[src/rtl/ikari_arb_pkg.sv]
// Shared types and constants for the CPU ROM-port arbiter.
package ikari_arb_pkg;

  localparam int unsigned NREQ        = 3;
  localparam int unsigned TIMER_W     = 8;
  localparam int unsigned STALL_CNT_W = 16;

  localparam logic [1:0] REQ_A   = 2'd0;
  localparam logic [1:0] REQ_B   = 2'd1;
  localparam logic [1:0] REQ_SND = 2'd2;

  typedef enum logic [1:0] {
    ST_IDLE  = 2'd0,
    ST_ISSUE = 2'd1,
    ST_WAIT  = 2'd2
  } arb_state_e;

  // Round-robin successor; the unreachable id 3 behaves like 2.
  function automatic logic [1:0] next_req(input logic [1:0] id);
    case (id)
      REQ_A:   next_req = REQ_B;
      REQ_B:   next_req = REQ_SND;
      default: next_req = REQ_A;
    endcase
  endfunction

endpackage

[src/rtl/ikari_arb_latch.sv]
// One-entry ROM read latch for a single CPU: hit compare, stall, and
// (when IKARI_ARB_STATS_EN is defined) a saturating dropped-enable counter.
module ikari_arb_latch
  import ikari_arb_pkg::*;
#(
  parameter int unsigned AW = 17,
  parameter int unsigned DW = 8
) (
  input  logic          i_clk,
  input  logic          i_rst_n,
  input  logic          i_rd,
  input  logic [AW-1:0] i_addr,
  input  logic          i_fill,
  input  logic          i_clr,
  input  logic [AW-1:0] i_fill_addr,
  input  logic [DW-1:0] i_fill_data,
  output logic          o_stall_c,
  output logic [DW-1:0] o_data
`ifdef IKARI_ARB_STATS_EN
  ,
  input  logic                   i_cen,
  output logic [STALL_CNT_W-1:0] o_stall_cnt
`endif
);

  logic          r_valid;
  logic [AW-1:0] r_addr;
  logic [DW-1:0] r_data;
  logic          w_hit;

  assign w_hit     = r_valid && (r_addr == i_addr);
  assign o_stall_c = i_rd & ~w_hit;
  assign o_data    = r_data;

  // Entry update: a fill always wins over an abandon-clear.
  always_ff @(posedge i_clk) begin
    if (!i_rst_n) begin
      r_valid <= 1'b0;
      r_addr  <= '0;
      r_data  <= '0;
    end else if (i_fill) begin
      r_valid <= 1'b1;
      r_addr  <= i_fill_addr;
      r_data  <= i_fill_data;
    end else if (i_clr) begin
      r_valid <= 1'b0;
    end
  end

`ifdef IKARI_ARB_STATS_EN
  logic [STALL_CNT_W-1:0] r_stall_cnt;

  assign o_stall_cnt = r_stall_cnt;

  // Count enable pulses swallowed by a stall, saturating at all-ones.
  always_ff @(posedge i_clk) begin
    if (!i_rst_n) begin
      r_stall_cnt <= '0;
    end else if (i_cen && o_stall_c && (r_stall_cnt != {STALL_CNT_W{1'b1}})) begin
      r_stall_cnt <= r_stall_cnt + STALL_CNT_W'(1);
    end
  end
`endif

endmodule

[src/rtl/ikari_cen_rom_arbiter.sv]
// Shares one SDRAM ROM read port between CPU A, CPU B and the sound CPU,
// gating each CPU clock enable while its fetch is outstanding.
// Optional macro IKARI_ARB_STATS_EN adds per-CPU dropped-enable counters.
module ikari_cen_rom_arbiter
  import ikari_arb_pkg::*;
#(
  parameter int unsigned AW      = 17,
  parameter int unsigned DW      = 8,
  parameter int unsigned TIMEOUT = 255
) (
  input  logic            i_clk,
  input  logic            i_rst_n,
  input  logic            i_pause,
  input  logic [2:0]      i_cen,
  input  logic [2:0]      i_rd,
  input  logic [AW-1:0]   i_addr0,
  input  logic [AW-1:0]   i_addr1,
  input  logic [AW-1:0]   i_addr2,
  output logic [2:0]      o_cen,
  output logic [DW-1:0]   o_data0,
  output logic [DW-1:0]   o_data1,
  output logic [DW-1:0]   o_data2,
  output logic            o_mem_req,
  output logic [AW+1:0]   o_mem_addr,
  input  logic            i_mem_valid,
  input  logic [DW-1:0]   i_mem_data,
  output logic            o_timeout
`ifdef IKARI_ARB_STATS_EN
  ,
  output logic [STALL_CNT_W-1:0] o_stall_cnt0,
  output logic [STALL_CNT_W-1:0] o_stall_cnt1,
  output logic [STALL_CNT_W-1:0] o_stall_cnt2
`endif
);

  arb_state_e          r_state, w_state_nxt;
  logic [1:0]          r_grant, w_grant_nxt;
  logic [AW-1:0]       r_addr, w_addr_nxt;
  logic [1:0]          r_ptr, w_ptr_nxt;
  logic [TIMER_W-1:0]  r_timer, w_timer_nxt, w_timer_inc;
  logic                r_timeout, w_timeout_nxt;
  logic                r_mem_req, w_mem_req_nxt;
  logic [AW+1:0]       r_mem_addr, w_mem_addr_nxt;

  logic [AW-1:0]       w_req_addr [NREQ];
  logic [DW-1:0]       w_req_data [NREQ];
  logic [NREQ-1:0]     w_stall, w_fill, w_clr;
  logic                w_found, w_expire;
  logic [1:0]          w_sel, w_scan;

  assign w_req_addr[0] = i_addr0;
  assign w_req_addr[1] = i_addr1;
  assign w_req_addr[2] = i_addr2;
  assign o_data0       = w_req_data[0];
  assign o_data1       = w_req_data[1];
  assign o_data2       = w_req_data[2];

  assign o_cen      = i_cen & ~w_stall & {NREQ{~i_pause}};
  assign o_mem_req  = r_mem_req;
  assign o_mem_addr = r_mem_addr;
  assign o_timeout  = r_timeout;

  assign w_timer_inc = r_timer + TIMER_W'(1);
  assign w_expire    = (w_timer_inc == TIMER_W'(TIMEOUT));

`ifdef IKARI_ARB_STATS_EN
  logic [STALL_CNT_W-1:0] w_cnt [NREQ];
  assign o_stall_cnt0 = w_cnt[0];
  assign o_stall_cnt1 = w_cnt[1];
  assign o_stall_cnt2 = w_cnt[2];
`endif

  for (genvar g = 0; g < NREQ; g++) begin : g_req
    ikari_arb_latch #(.AW(AW), .DW(DW)) u_latch (
      .i_clk       (i_clk),
      .i_rst_n     (i_rst_n),
      .i_rd        (i_rd[g]),
      .i_addr      (w_req_addr[g]),
      .i_fill      (w_fill[g]),
      .i_clr       (w_clr[g]),
      .i_fill_addr (r_addr),
      .i_fill_data (i_mem_data),
      .o_stall_c   (w_stall[g]),
      .o_data      (w_req_data[g])
`ifdef IKARI_ARB_STATS_EN
      ,
      .i_cen       (i_cen[g]),
      .o_stall_cnt (w_cnt[g])
`endif
    );
  end

  // Round-robin pick of the first stalled requester after the last one served.
  always_comb begin
    w_found = 1'b0;
    w_sel   = REQ_A;
    w_scan  = next_req(r_ptr);
    for (int unsigned k = 0; k < NREQ; k++) begin
      if (!w_found && w_stall[w_scan]) begin
        w_found = 1'b1;
        w_sel   = w_scan;
      end
      w_scan = next_req(w_scan);
    end
  end

  // State register plus registered outputs.
  always_ff @(posedge i_clk) begin
    if (!i_rst_n) begin
      r_state    <= ST_IDLE;
      r_grant    <= REQ_A;
      r_addr     <= '0;
      r_ptr      <= REQ_SND;
      r_timer    <= '0;
      r_timeout  <= 1'b0;
      r_mem_req  <= 1'b0;
      r_mem_addr <= '0;
    end else begin
      r_state    <= w_state_nxt;
      r_grant    <= w_grant_nxt;
      r_addr     <= w_addr_nxt;
      r_ptr      <= w_ptr_nxt;
      r_timer    <= w_timer_nxt;
      r_timeout  <= w_timeout_nxt;
      r_mem_req  <= w_mem_req_nxt;
      r_mem_addr <= w_mem_addr_nxt;
    end
  end

  // Next-state logic: grant in IDLE, strobe in ISSUE, fill or abandon in WAIT.
  always_comb begin
    w_state_nxt   = r_state;
    w_grant_nxt   = r_grant;
    w_addr_nxt    = r_addr;
    w_ptr_nxt     = r_ptr;
    w_timer_nxt   = r_timer;
    w_timeout_nxt = r_timeout;
    case (r_state)
      ST_IDLE: begin
        if (w_found) begin
          w_grant_nxt = w_sel;
          w_addr_nxt  = w_req_addr[w_sel];
          w_state_nxt = ST_ISSUE;
        end
      end
      ST_ISSUE: begin
        w_timer_nxt = '0;
        w_state_nxt = ST_WAIT;
      end
      ST_WAIT: begin
        w_timer_nxt = w_timer_inc;
        if (i_mem_valid) begin
          w_ptr_nxt   = r_grant;
          w_state_nxt = ST_IDLE;
        end else if (w_expire) begin
          w_timeout_nxt = 1'b1;
          w_state_nxt   = ST_IDLE;
        end
      end
      default: w_state_nxt = ST_IDLE;
    endcase
  end

  // Output decode: memory strobe/address and latch fill/clear controls.
  always_comb begin
    w_mem_req_nxt  = 1'b0;
    w_mem_addr_nxt = r_mem_addr;
    w_fill         = '0;
    w_clr          = '0;
    case (r_state)
      ST_ISSUE: begin
        w_mem_req_nxt  = 1'b1;
        w_mem_addr_nxt = {r_grant, r_addr};
      end
      ST_WAIT: begin
        if (i_mem_valid) begin
          w_fill[r_grant] = 1'b1;
        end else if (w_expire) begin
          w_clr[r_grant] = 1'b1;
        end
      end
      default: ;
    endcase
  end

endmodule

[config.mk]
export PLATFORM = sky130hd
export DESIGN_NAME = ikari_cen_rom_arbiter
export DESIGN_NICKNAME = d
export VERILOG_FILES = /design/src/rtl/ikari_arb_pkg.sv /design/src/rtl/ikari_arb_latch.sv /design/src/rtl/ikari_cen_rom_arbiter.sv
export SDC_FILE = /design/constraint.sdc
export NUM_CORES = 1
export LEC_CHECK = 0
export BUFFER_PORTS_ARGS = -buffer_cell sky130_fd_sc_hd__buf_2
export CELL_PAD_IN_SITES_DETAIL_PLACEMENT = 1
export CELL_PAD_IN_SITES_GLOBAL_PLACEMENT = 1
export CORE_MARGIN = 3
export CORE_UTILIZATION = 40
export CTS_BUF_LIST = sky130_fd_sc_hd__clkbuf_16
export DETAILED_ROUTE_END_ITERATION = 7
export GPL_TIMING_DRIVEN = 0
export PLACE_DENSITY_LB_ADDON = 0.1
export SYNTH_ARGS = -nofsm -noshare
export SYNTH_HDL_FRONTEND = slang
export SYNTH_SLANG_ARGS = --single-unit
[constraint.sdc]
create_clock -name i_clk -period 2.8 [get_ports i_clk]
set_clock_uncertainty 0.2 [all_clocks]
set_input_delay 0.42 -clock i_clk [delete_from_list [all_inputs] [get_ports i_clk]]
set_output_delay 0.42 -clock i_clk [all_outputs]
set_load 0.005 [all_outputs]
=== Word level (Yosys, flattened, before mapping) ===
Index checks and enable logic that the tools add are counted.

* Logic and storage cells: 104
* Flip-flop bits (word level): 130
* Output and inout bits: 48

* $add $sub $neg: 1
* Mux-type cells: 37
* Bitwise operators: 12
* $lt $le $gt $ge: 6
* Eq/ne operators: 11
* Reduce and logical (&&, ||, !) cells: 20

{| class="wikitable"
|+ Operators by type and width
! kind !! number
|-
| equality test 17 bit || 3
|-
| binary-select mux 17 bit (select 2 bit) || 1
|-
| 2-to-1 mux 17 bit || 2
|-
| one-hot mux 8 bit (2 select lines) || 1
|-
| 2-to-1 mux 3 bit || 5
|-
| 2-to-1 mux 1 bit || 14
|-
| < comparator 2 x 3 -> 1 bit (second input constant) || 4
|-
| 2-to-1 mux 2 bit || 6
|-
| one-hot mux 2 bit (2 select lines) || 3
|-
| adder 8 x 1 -> 8 bit (second input constant) || 1
|-
| equality test 2 x 1 -> 1 bit (second input constant) || 4
|-
| equality test 8 bit (second input constant) || 1
|-
| zero test 2 bit || 4
|-
| nonzero test 2 bit || 4
|-
| bitwise AND 3 bit || 2
|-
| binary-select mux 1 bit (select 2 bit) || 3
|-
| logical AND 1 bit || 6
|-
| one-hot mux 2 bit (3 select lines) || 1
|-
| AND reduction 2 bit || 3
|-
| inverter 1 bit || 5
|-
| bitwise AND 1 bit || 3
|-
| >= comparator 3 bit (second input constant) || 1
|-
| != test 3 bit (second input constant) || 1
|-
| inverter 2 -> 3 bit || 1
|-
| 7 further kinds || 8
|}

=== Logic depth before layout (Yosys ltp) ===
* Depth in word-level cells: 17
* Gate-level depth with buffers: 9
* Depth with buffers taken out: 8

=== Hierarchy ===
From an unflattened synthesis, not the netlist that was laid out.

* Cell total of the unflattened synthesis: 631
* Area, all modules: 6137.1 um^2

{| class="wikitable"
|+ By module, submodules not included
! module !! cells an instance !! times used !! area each (um^2)
|-
| ikari_arb_latch || 107 || 3 || 1162.4
|-
| ikari_cen_rom_arbiter || 310 || 1 || 2650.0
|}

=== Worst setup path before layout ===
Ideal clock, no wire load.

* Path type: input -> register
* Start: input port i_addr0[16]
* End: register r_addr[10]
* Slack: 0.330 ns
* Library setup time: 0.126 ns
* Data required time: 2.474 ns
* Stages on the path: 9
* Arrival time: 2.144 ns
* Cells stage by stage: xor2_1 -> nor4_1 -> nand3_1 -> o31a_1 -> a221oi_2 -> buf_6 -> buf_12 -> mux2i_1 -> o221ai_2

* Word-level cells in the longest chain between the ends: 17
* Elaborated cells on any way between the ends: 25

{| class="wikitable"
|+ Ends and longest elaborated chain
! item !! line !! text
|-
| start: declaration || ikari_cen_rom_arbiter.sv:16 || <nowiki>input logic [AW-1:0] i_addr0,</nowiki>
|-
| equality test 17 bit (*) || ikari_arb_latch.sv:31 || <nowiki>assign w_hit = r_valid && (r_addr == i_addr);</nowiki>
|-
| logical AND 1 bit (*) || ikari_arb_latch.sv:31 ||
|-
| inverter 1 bit (*) || ikari_arb_latch.sv:32 || <nowiki>assign o_stall_c = i_rd & ~w_hit;</nowiki>
|-
| bitwise AND 1 bit (*) || ikari_arb_latch.sv:32 ||
|-
| binary-select mux 1 bit (select 2 bit) || ikari_cen_rom_arbiter.sv:99 || <nowiki>if (!w_found && w_stall[w_scan]) begin</nowiki>
|-
| 2-to-1 mux 1 bit (not written as such) || ikari_cen_rom_arbiter.sv:99 ||
|-
| 2-to-1 mux 1 bit || ikari_cen_rom_arbiter.sv:99 ||
|-
| zero test 1 bit || ikari_cen_rom_arbiter.sv:99 ||
|-
| logical AND 1 bit || ikari_cen_rom_arbiter.sv:99 ||
|-
| 2-to-1 mux 1 bit || ikari_cen_rom_arbiter.sv:99 ||
|-
| zero test 1 bit || ikari_cen_rom_arbiter.sv:99 ||
|-
| logical AND 1 bit || ikari_cen_rom_arbiter.sv:99 ||
|-
| 2-to-1 mux 2 bit || ikari_cen_rom_arbiter.sv:99 ||
|-
| inverter 2 -> 3 bit (not written as such) || ikari_cen_rom_arbiter.sv:142 || <nowiki>w_addr_nxt = w_req_addr[w_sel];</nowiki>
|-
| binary-select mux 17 bit (select 2 bit) || ikari_cen_rom_arbiter.sv:142 ||
|-
| 2-to-1 mux 17 bit (not written as such) (2 in a row) || ikari_cen_rom_arbiter.sv:142 ||
|-
| end signal: assignment || ikari_cen_rom_arbiter.sv:121 || <nowiki>r_addr <= w_addr_nxt;</nowiki>
|-
| end: declaration || ikari_cen_rom_arbiter.sv:38 || <nowiki>logic [AW-1:0] r_addr, w_addr_nxt;</nowiki>
|}

Mark *: on every way between the ends. The rest lies on a longest branch, timed or not. The select of a mux whose other input is x is not followed.
A chain may end at the register's enable or synchronous reset.

=== Final worst setup path ===
* Start: register g_req[1].u_latch.r_addr[5]
* End: output port o_cen[1]

* Word-level cells in the longest chain between the ends: 7

{| class="wikitable"
|+ Ends and longest elaborated chain
! item !! line !! text
|-
| start: declaration || ikari_arb_latch.sv:27 || <nowiki>logic [AW-1:0] r_addr;</nowiki>
|-
| start signal: assignment || ikari_arb_latch.sv:43 || <nowiki>r_addr <= i_fill_addr;</nowiki>
|-
| equality test 17 bit || ikari_arb_latch.sv:31 ||
|-
| logical AND 1 bit || ikari_arb_latch.sv:31 ||
|-
| inverter 1 bit || ikari_arb_latch.sv:32 ||
|-
| bitwise AND 1 bit || ikari_arb_latch.sv:32 ||
|-
| inverter 3 bit || ikari_cen_rom_arbiter.sv:58 || <nowiki>assign o_cen = i_cen & ~w_stall & {NREQ{~i_pause}};</nowiki>
|-
| bitwise AND 3 bit (2 in a row) || ikari_cen_rom_arbiter.sv:58 ||
|-
| end: declaration || ikari_cen_rom_arbiter.sv:19 || <nowiki>output logic [2:0] o_cen,</nowiki>
|}

No other way between the ends.

==> flow_summary.toml <==
[run_status]
status = "finished, final reports clean"

[setup_path]
cp_max_fo = 4
critPathArrivalTime_ns = 2.13
startpoint = "g_req[1].u_latch.r_addr[5]"
crit_chain = "xor2_1 -> nor4_2 -> nand3_1 -> o21a_2 -> nor3b_2 -> buf_2"
cp.required_ns = 2.18
path_class = "reg -> out"
rr_startpoint = "g_req[1].u_latch.r_addr[5]"
critPathCaptureType = "output port"
r2r_cells = 9
slowest_stage = "o21a_2"
cp-start-kind = "flip-flop"
slowest_delay_ns = 0.34

[cells_and_area]
postLayoutCoreUtil_pct = 52.4
nFillCells = 1716
synthToLayoutAreaGrowth_pct = 27.8
diodes = 0
finalNetCount = 893
layout-drive-gt1-share_pct = 23.7
post-route-cell-area_um2 = 7310

[power]
intPower_w = 0.00343
seq_power_share_pct = 43.3
irDropWorstVdd_v = 0.000420
net-switching-power_w = 0.00121
p_leak_nw = 2.97
switching_share_pct = 26.2
p_clk_share_pct = 44.3
powerDensity_nw_per_um2 = 635
comb_power_share_pct = 12.4

[hold_path]
hold_path.class = "in -> reg"
worstHoldStart = "i_mem_data[6]"
whs_path_depth = 3

[placed_design]
numPortBuffers = 116
place.gp.congestion = 0.895
dp_hpwl_mm = 14.8
postPlaceCellArea_um2 = 6520

[route]
drtIter0Drc = 295
vias = 5445
avgRoutedWirePerCell_um = 19.6
drc = 0
routed_via_density = 5.38
drtPass1Iterations = 5
wirelength_mm = 19.9
ant_nets = 0

[floorplan]
core_area_um2 = 13900
fp.dieH_um = 126
rows = 43
io_pins = 117
die_width_um = 126
die_area_um2 = 15800
initial_utilization_pct = 41.0

[clock_tree]
clkSinkCount = 130
cts_root_buffer = "clkbuf_16"
htreeDepth = 4
path_clk_slew_ns = 0.05
insertion_delay_ns = 0.42
numCtsBuffers = 17
cts.path.max_buffers = 2
cts_tree = "done"
ctsHoldBuffers = 0

[logic_synthesis]
synth_area_um2 = 5720
synth_edf_count = 0
synth_seq_cells = 130
synth_common_cells = "161 x nand2_1, 130 x dfxtp_1, 88 x a21oi_1"
ys_warn_count = 0
synth-simple-area-share_pct = 19.1
synthAdderAreaFrac_pct = 1.09
synth_largest_area_cell = "dfxtp_1"
synth_compound_area_share_pct = 14.0
synth_ff_type = "dfxtp_1"
ys_top_cells_by_area = "dfxtp_1 46%, nand2_1 11%, a21oi_1 7.7%, mux2i_1 6.7%, xor2_1 4.9%"
async_flop_share_pct = 0
syn_nets = 751
syn_avg_cell_area_um2 = 8.45
synthMuxAreaShare_pct = 6.85
synth_seq_area_share_pct = 45.5
synth_top_family_by_area = "simple AND/OR/NAND/NOR gates"
synth_xor_area_share_pct = 8.27
yosysMostFrequentCell = "nand2_1"
synth_top_area_share_pct = 45.5
synth_cells = 677
synth_cell_types = 40

[global_routing]
busiest_layer = "met2"
use_met1_pct = 31.2
grt_util_met3_pct = 4.61
grt_first_pass_wirelength_mm = 30.4
grt_usage_pct = 24.9
grt_max_degree = 17
grt_pass1_vias = 5703
antenna_found_initial = 0
grt_overflow = 0
met2_usage_pct = 42.2

[timing]
fmax_mhz = 363
fin_setup_tns_ns = 0
whs_ns = 0.0668
hold_viol = 0
slew_headroom_pct = 32.8
fin_crit_ns = 2.75
drv_slew = 0
setup_viol = 0
layout_worst_path_cycle_share_pct = 98.3
rsz0062_at_grt = "yes"
max_slew.worst_pin.slew_ns = 1.01

[job]
cap_violations = 0
## layer usage
metal	part of all wire, %	vias up
li1	-	2571
met1	43	2665
met2	49	167
met3	5.1	42
met4	2.8	0
met5	0	-
## cell families after synthesis
group | Yosys count
AND/OR/NAND/NOR | 258
AO/OA/AOI/OAI | 124
XOR/XNOR | 54
adder cells (fa/ha/maj) | 5
multiplexers | 39
flip-flops | 130
buffers and inverters | 67
## what timing repair did
action                                  4_1_cts  5_1_grt
resized for setup                             6       44
endpoints found under the setup margin       32       79
pin swaps                                     1        4
buffers inserted                              5        2
## sequential cells by signal, summed over array words and instances (netlist names)
signal                 count
r_addr                    17
r_grant                    2
o_mem_addr                19
r_timer                    8
r_state                    2
g_req.u_latch.r_valid      3
r_ptr                      2
o_mem_req                  1
g_req.u_latch.o_data      24
o_timeout                  1
g_req.u_latch.r_addr      51
## worst paths after layout
path | slack, ns | end
worst max-delay path | 0.05 | o_cen[1]
worst min register to register | 0.26 | g_req[1].u_latch.o_data[2]
worst min-delay path | 0.07 | g_req[1].u_latch.o_data[6]
worst max register to register | 0.09 | r_addr[11]
## placed cells by master, fill, tap and decap left out, types with 5 or more instances in the layout
| cell | synthesis | routed |
|---|---|---|
| a21oi_1 | 88 | 88 |
| buf_2 | 1 | 116 |
| buf_4 | 3 | 9 |
| clkbuf_1 | 31 | 23 |
| clkbuf_16 | 0 | 17 |
| clkbuf_2 | 0 | 8 |
| clkinv_1 | 0 | 5 |
| dfxtp_1 | 130 | 130 |
| ha_1 | 5 | 5 |
| inv_1 | 28 | 34 |
| mux2i_1 | 38 | 33 |
| nand2_1 | 161 | 160 |
| nand3_1 | 27 | 27 |
| nand4_1 | 6 | 6 |
| nor2_1 | 34 | 32 |
| nor3_1 | 8 | 6 |
| nor4_1 | 9 | 5 |
| o21ai_0 | 7 | 7 |
| o221ai_1 | 7 | 6 |
| o221ai_2 | 10 | 11 |
| xnor2_1 | 22 | 21 |
| xor2_1 | 32 | 32 |
## critical path, delay by kind of cell, from the launching register on
kind            cells  cell delay, ns
xor+xnor            1            0.17
simple gates        3            0.76
flops               1            0.32
buf+inv             1            0.13
compound gates      1            0.34
## stage by stage
step,power [W],setup slack [ns],std cells
global route,0.00483,-0.0483,1012
global placement,0.00255,-0.336,973
detailed placement,0.00257,-0.349,973
finish,0.00464,0.0489,1012
CTS,0.00464,0.00490,1010
floorplan,0.00232,0.330,677
## power by group through the flow
stage	Clock, W	Combinational [W]	Sequential (W)
3_3_place_gp	0	0.000511	0.00204
2_1_floorplan	0	0.000313	0.00201
3_5_place_dp	0	0.000529	0.00205
4_1_cts	0.00209	0.000542	0.00201
5_1_grt	0.00219	0.000624	0.00202
6_report	0.00205	0.000577	0.00201
## layout make-up
class / count / area [µm²] / area share (%)
Multi-Input combinational cell: 480 / 2990 / 40.9
Buffer: 39 / 215 / 2.95
Clock buffer: 17 / 425 / 5.82
Clock inverter: 15 / 111 / 1.52
Inverter: 28 / 105 / 1.44
Sequential cell: 130 / 2600 / 35.6
Timing Repair Buffer: 123 / 637 / 8.72
Tap cell: 180 / 225 / 3.08
Power figures use the tool's default switching activity.
